### src/rtl/gps_carr_pkg.sv
// Shared types and constants for the GPS carrier tracking loop filter.
// Holds the update FSM encoding, datapath widths and saturation limits.
package gps_carr_pkg;

    typedef enum logic [2:0] {
        IDLE = 3'd0,
        DISC = 3'd1,
        MUL1 = 3'd2,
        MUL2 = 3'd3,
        SUM  = 3'd4,
        OUT  = 3'd5
    } state_t;

    localparam int IQ_W    = 32;
    localparam int PROD_W  = 48;
    localparam int INTEG_W = 64;
    localparam int FREQ_W  = 62;
    localparam int GAIN_W  = 16;

    localparam logic signed [IQ_W-1:0]    IQ_MAX    = 32'sh7FFF_FFFF;
    localparam logic signed [IQ_W-1:0]    IQ_MIN    = 32'sh8000_0000;
    localparam logic        [INTEG_W-1:0] INTEG_MAX = 64'h7FFF_FFFF_FFFF_FFFF;
    localparam logic        [FREQ_W-1:0]  FREQ_MAX  = {FREQ_W{1'b1}};

endpackage

### src/rtl/gps_carr_loop_sat_add.sv
// Signed saturating adder; the result is clamped symmetrically to +/-LIMIT.
// Computed one bit wider so the true sum is never lost before clamping.
module gps_sat_add #(
    parameter int           W     = 64,
    parameter logic [W-1:0] LIMIT = {1'b0, {(W-1){1'b1}}}
) (
    input  logic signed [W-1:0] a,
    input  logic signed [W-1:0] b,
    output logic signed [W-1:0] sum
);

    localparam logic signed [W:0] MAX = {1'b0, LIMIT};
    localparam logic signed [W:0] MIN = -MAX;

    logic signed [W:0] full;

    always_comb begin
        full = {a[W-1], a} + {b[W-1], b};
        if (full > MAX) begin
            sum = MAX[W-1:0];
        end else if (full < MIN) begin
            sum = MIN[W-1:0];
        end else begin
            sum = full[W-1:0];
        end
    end

endmodule

### src/rtl/gps_carr_loop.sv
// Second-order Costas carrier loop filter: discriminator, shared-multiplier PI
// filter and NCO frequency word update, sequenced one step per clock.
module gps_carr_loop
    import gps_carr_pkg::*;
#(
    parameter int SHIFT = 16
) (
    input  logic              clk,
    input  logic              rst,
    input  logic              iq_valid,
    input  logic [IQ_W-1:0]   i_acc,
    input  logic [IQ_W-1:0]   q_acc,
    input  logic [FREQ_W-1:0] f_base,
    input  logic [GAIN_W-1:0] k1,
    input  logic [GAIN_W-1:0] k2,
    input  logic              loop_en,
    output logic [FREQ_W-1:0] f_control,
    output logic              f_valid,
    output logic              busy,
    output logic              iq_drop
);

    state_t state;
    state_t state_nx;

    logic                      i_neg_p0;
    logic signed [IQ_W-1:0]    q_p0;
    logic signed [IQ_W-1:0]    d_p1;
    logic signed [PROD_W-1:0]  prop_p2;
    logic        [FREQ_W-1:0]  f_next_p4;

    logic        [GAIN_W-1:0]  k_sel;
    logic signed [PROD_W-1:0]  mul_a;
    logic signed [PROD_W-1:0]  mul_b;
    logic signed [PROD_W-1:0]  mul_y;
    logic signed [INTEG_W-1:0] mul_ext;
    logic signed [INTEG_W-1:0] prop_ext;
    logic signed [INTEG_W-1:0] integ;
    logic signed [INTEG_W-1:0] integ_sum;
    logic signed [INTEG_W-1:0] s_sum;
    logic signed [INTEG_W-1:0] s_shift;
    logic signed [FREQ_W+3:0]  f_wide;

    function automatic logic signed [IQ_W-1:0] neg_sat(input logic signed [IQ_W-1:0] x);
        return (x == IQ_MIN) ? IQ_MAX : -x;
    endfunction

    function automatic logic [FREQ_W-1:0] clamp_freq(input logic signed [FREQ_W+3:0] x);
        if (x < 0) begin
            return '0;
        end
        if (x > $signed({4'b0000, FREQ_MAX})) begin
            return FREQ_MAX;
        end
        return x[FREQ_W-1:0];
    endfunction

    always_ff @(posedge clk) begin
        if (!rst) begin
            state <= IDLE;
        end else begin
            state <= state_nx;
        end
    end

    always_comb begin
        state_nx = state;
        busy     = (state != IDLE);
        unique case (state)
            IDLE:    if (iq_valid) state_nx = DISC;
            DISC:    state_nx = MUL1;
            MUL1:    state_nx = MUL2;
            MUL2:    state_nx = SUM;
            SUM:     state_nx = OUT;
            OUT:     state_nx = IDLE;
            default: state_nx = IDLE;
        endcase
    end

    // One multiplier: k1 drives it in MUL1, k2 in MUL2; gains are zero-extended.
    assign k_sel    = (state == MUL2) ? k2 : k1;
    assign mul_a    = PROD_W'(d_p1);
    assign mul_b    = $signed({{(PROD_W-GAIN_W){1'b0}}, k_sel});
    assign mul_y    = mul_a * mul_b;
    assign mul_ext  = INTEG_W'(mul_y);
    assign prop_ext = INTEG_W'(prop_p2);

    gps_sat_add #(.W(INTEG_W), .LIMIT(INTEG_MAX)) u_integ_add (
        .a   (integ),
        .b   (mul_ext),
        .sum (integ_sum)
    );

    gps_sat_add #(.W(INTEG_W), .LIMIT(INTEG_MAX)) u_sum_add (
        .a   (integ),
        .b   (prop_ext),
        .sum (s_sum)
    );

    assign s_shift = s_sum >>> SHIFT;
    assign f_wide  = $signed({4'b0000, f_base}) + (FREQ_W+4)'(s_shift);

    always_ff @(posedge clk) begin
        unique case (state)
            // p0: capture; only the sign of I matters to the discriminator
            IDLE: begin
                if (iq_valid) begin
                    i_neg_p0 <= i_acc[IQ_W-1];
                    q_p0     <= $signed(q_acc);
                end
            end
            // p1: Costas discriminator
            DISC: d_p1 <= i_neg_p0 ? neg_sat(q_p0) : q_p0;
            // p2: proportional term
            MUL1: prop_p2 <= mul_y;
            // p4: frequency word, f_base sampled here
            SUM:  f_next_p4 <= clamp_freq(f_wide);
            default: ;
        endcase
    end

    always_ff @(posedge clk) begin
        if (!rst) begin
            integ     <= '0;
            f_control <= f_base;
            f_valid   <= 1'b0;
            iq_drop   <= 1'b0;
        end else begin
            f_valid <= (state == OUT);
            if (state == OUT) begin
                f_control <= f_next_p4;
            end
            if (iq_valid && state != IDLE) begin
                iq_drop <= 1'b1;
            end
            if (!loop_en) begin
                integ <= '0;
            end else if (state == MUL2) begin
                integ <= integ_sum;
            end
        end
    end

endmodule

### config.mk
export PLATFORM = sky130hd
export DESIGN_NAME = gps_carr_loop
export DESIGN_NICKNAME = d
export VERILOG_FILES = /design/src/rtl/gps_carr_pkg.sv /design/src/rtl/gps_carr_loop_sat_add.sv /design/src/rtl/gps_carr_loop.sv
export SDC_FILE = /design/constraint.sdc
export NUM_CORES = 2
export LEC_CHECK = 0
export ABC_CLOCK_PERIOD_IN_PS = 21000
export CELL_PAD_IN_SITES_DETAIL_PLACEMENT = 1
export CELL_PAD_IN_SITES_GLOBAL_PLACEMENT = 1
export CORE_ASPECT_RATIO = 0.8
export CORE_MARGIN = 1
export CORE_UTILIZATION = 30
export CTS_CLUSTER_SIZE = 16
export DETAILED_ROUTE_END_ITERATION = 8
export GPL_TIMING_DRIVEN = 0
export PLACE_DENSITY_LB_ADDON = 0.15
export REMOVE_ABC_BUFFERS = 1
export SLEW_MARGIN = 20
export SYNTH_ARGS = -nofsm -noshare
export SYNTH_HDL_FRONTEND = slang
export SYNTH_SLANG_ARGS = --single-unit
export TNS_END_PERCENT = 20
### constraint.sdc
create_clock -name clk -period 21 [get_ports clk]
set_clock_uncertainty 0.2 [all_clocks]
set_input_delay 4.2 -clock clk [delete_from_list [all_inputs] [get_ports clk]]
set_output_delay 4.2 -clock clk [all_outputs]
set_load 0.1 [all_outputs]
==> out/qor.tcl <==
set qor(antenna_found_initial) 1
set qor(critPathLaunch) {k1[5]}
set qor(netlist_top_cells_area) {sky130_fd_sc_hd__fa_1, sky130_fd_sc_hd__edfxtp_1, sky130_fd_sc_hd__ha_1}
set qor(globalRoute.totalOverflow) 0
set qor(min_to) {iq_drop$_SDFFE_PN0P_}
set qor(reg_to_reg_slack_setup_ns) 6.89
set qor(dp_hpwl_um) 105500
set qor(share_of_flip_flops_with_an_asynchronous_set_or_reset) 0
set qor(total_die_area_sq_mm) 0.1353
set qor(first_global_vias) 34050
set qor(cp.required_ns) 21.24
set qor(setup_total_negative_slack_ns) 0
set qor(dr.max_layer_used) {met5}
set qor(synth_most_common_cell) {sky130_fd_sc_hd__inv_1}
set qor(buffer_depth_of_the_longest_clock_path) 3
set qor(setup_repair_after_global_routing_missed_its_margin) {no}
set qor(setup.worst_path.start_class) {input port}
set qor(placedInstanceArea_sq_mm) 0.04463
set qor(drv.max_cap_violation_count) 0
set qor(synth_ff_type) {sky130_fd_sc_hd__edfxtp_1}
set qor(crit-reg2reg-launch) {state[1]$_SDFFE_PN0P_}
set qor(m1_wl_um) 65640
set qor(cts_buffers) 39
set qor(crit_path_top_delay_cell) {sky130_fd_sc_hd__nand3_1}
set qor(drt_pass1_iterations) 4
set qor(routed_wl_um) 129200
set qor(synthDistinctLibCells) 85
set qor(ctsHtreeMaxLevel) 2
set qor(synth_top_area_share) 0.2429
set qor(yosysWarnings) 0
set qor(maxClockFrequency_mhz) 59.50
set qor(syn_inst) 4422
set qor(drt_first_iter_violations) 1467
set qor(dp_worst_setup_slack_ns) 3.333
set qor(slew_viol_final) 0
set qor(cts.sink_count) 306
set qor(worst_reg_to_reg_path_cell_count) 42
set qor(criticalPathCategory) {in2reg}
set qor(syn-cell-area_sq_mm) 0.04014
set qor(postLayoutCellArea_sq_mm) 0.04598
set qor(synth.yosys.seq_area_share) 0.2117
set qor(worst_hold_startpoint) {iq_drop$_SDFFE_PN0P_}
set qor(post-synth-top-area-cell) {sky130_fd_sc_hd__fa_1}
set qor(report.final.setup_viol) 0
set qor(final.min_clock_period_ns) 16.81
set qor(postCtsSetupBuffers) 0
set qor(clock_tree_from_tritoncts) {done}
set qor(postSynthRegisterBits) 306
set qor(num_rows) 119
set qor(count_of_input_and_output_buffers) 195
set qor(floorplan.die.height_um) 329.2
set qor(cpMostUsedCell) {sky130_fd_sc_hd__fa_1}
set qor(floorplan.initialDensity) 0.3036
set qor(worstSkewPairLatency_ns) 0.62
set qor(hold_viol_final) 0
set qor(clk_pin_slew_ns) 0.07
set qor(gp_congestion) 0.8610
set qor(routed_wire_length_per_instance_um) 20.47
set qor(met3_wirelength_um) 4392
set qor(endpoint_kind) {register}
set qor(drive_gt1_frac) 0.05270
set qor(synth.top_cells.by_count) {sky130_fd_sc_hd__inv_1, sky130_fd_sc_hd__nand2_1, sky130_fd_sc_hd__fa_1}
set qor(ant_nets) 0
set qor(area_growth_pct) 14.55
set qor(syn-mean-instance-area_sq_um) 9.078
set qor(number_of_synthesized_flops_with_an_enable_pin) 237
set qor(cts.hold.buffers_added) 0
set qor(drt-vias-per-instance) 4.982
set qor(final_critical_path_setup_slack_ns) 4.193
set qor(die_width_um) 411.0
set qor(whs_path_depth) 2
set qor(critPathArrivalTime_ns) 17.05
set qor(timing_worst_slew_pin_value_ns) 1.144
set qor(met2RoutedLength_um) 56610
set qor(clockRootBuffer) {sky130_fd_sc_hd__clkbuf_16}
set qor(post_cts_resize_count) 0
set qor(outcome) {finished clean}
set qor(fin_crit_sh) 0.8003
set qor(timing.slew.headroom) 0.2305
set qor(core_sq_mm) 0.1322
set qor(critical_path_peak_fanout) 18
set qor(number_of_nets_in_the_layout) 5479
set qor(max_stage_delay_ns) 0.86
set qor(via_count) 31430
set qor(boundaryPins) 227
set qor(grt_first_pass_wirelength_um) 202600
set qor(worst_r2r_endpoint) {integ[20]$_SDFFE_PN0P_}
set qor(final.hold.worst_slack_ns) 0.2969
set qor(grtUsageTotal) 0.1918
set qor(drc) 0
set qor(timing.hold.worst.class) {reg2reg}
set qor(grt_start_max_net_pins) 51
set qor(n_antenna_cell) 0
cell type report:
| cell class | instances | area [sq um] |
|---|---|---|
| clock buffer | 43 | 991.0 |
| inverter | 644 | 2417 |
| sequential | 306 | 8498 |
| timing repair buffer | 251 | 2898 |
| multi-input combinational | 3282 | 28650 |
| clock inverter | 28 | 335.3 |
| tap | 1754 | 2195 |
| fill | 15310 | 86230 |
worst max-delay path, delay by kind of cell:
family,cells,cell delay (ns)
AO/OA/AOI/OAI,16,4.13
adder cells (fa/ha/maj),8,3.78
XOR/XNOR,2,1.10
AND/OR/NAND/NOR,7,2.08
buffers and inverters,7,1.16
multiplexers,1,0.54
layer usage:
metal  global-route usage  vias up
met2               0.3024      468
met3              0.02097      126
met4              0.03968        2
met1               0.2820    15830
li1                     -    15000
met5                    0        -
placed cells by master (no fill, tap or decap), drive strengths merged, types with 13 or more instances in the layout:
master and count:
mux2 61, inv 648, clkbuf 43, nand3 52
xor2 109, edfxtp 237, clkinv 16, clkdlybuf4s50 194
nand2 557, nor2b 179, and4 13, and2 55
a21oi 367, ha 306, nand4 37, o21a 21
a31oi 29, a21o 146, nor4 14, a221o 34
and3 27, nand2b 32, xnor2 132, nor3 27
dfxtp 69, nor2 140, a211oi 16, fa 487
buf 57, o31ai 19, o21bai 38, or4 16
o21ai 192
flip-flops by register name, indices dropped and copies added (netlist names):
register and flops:
i_neg_p0 1, q_p0 32, f_control 62, prop_p2 48, f_valid 1, integ 64
iq_drop 1, state 3, f_next_p4 62, d_p1 32
metrics by stage:
step	instances	utilization
floorplan	4232	-
global placement	6181	0.3291
detailed placement	6236	0.3376
CTS	6307	0.3476
global route	6308	0.3478
finish	6308	0.3478
kinds of logic after synthesis:
logic type | after synthesis | synth area share
compound gates | 978 | 0.1535
flops | 306 | 0.2117
buf+inv | 834 | 0.07951
fa+ha+maj | 802 | 0.3405
mux | 69 | 0.01942
simple gates | 1192 | 0.1425
xor+xnor | 241 | 0.05295
worst max-delay path by stage:
stage / to / slack, ns
after global routing: integ[54]$_SDFFE_PN0P_ / 3.38
after detailed placement: integ[35]$_SDFFE_PN0P_ / 3.33
final: integ[20]$_SDFFE_PN0P_ / 4.19
after CTS: integ[20]$_SDFFE_PN0P_ / 3.95
after global placement: integ[46]$_SDFFE_PN0P_ / -3.40
after floorplan: integ[12]$_SDFFE_PN0P_ / 3.28
Power is not shown: default switching activity piles up to over one toggle a cycle in this logic, so the estimate is an artifact.
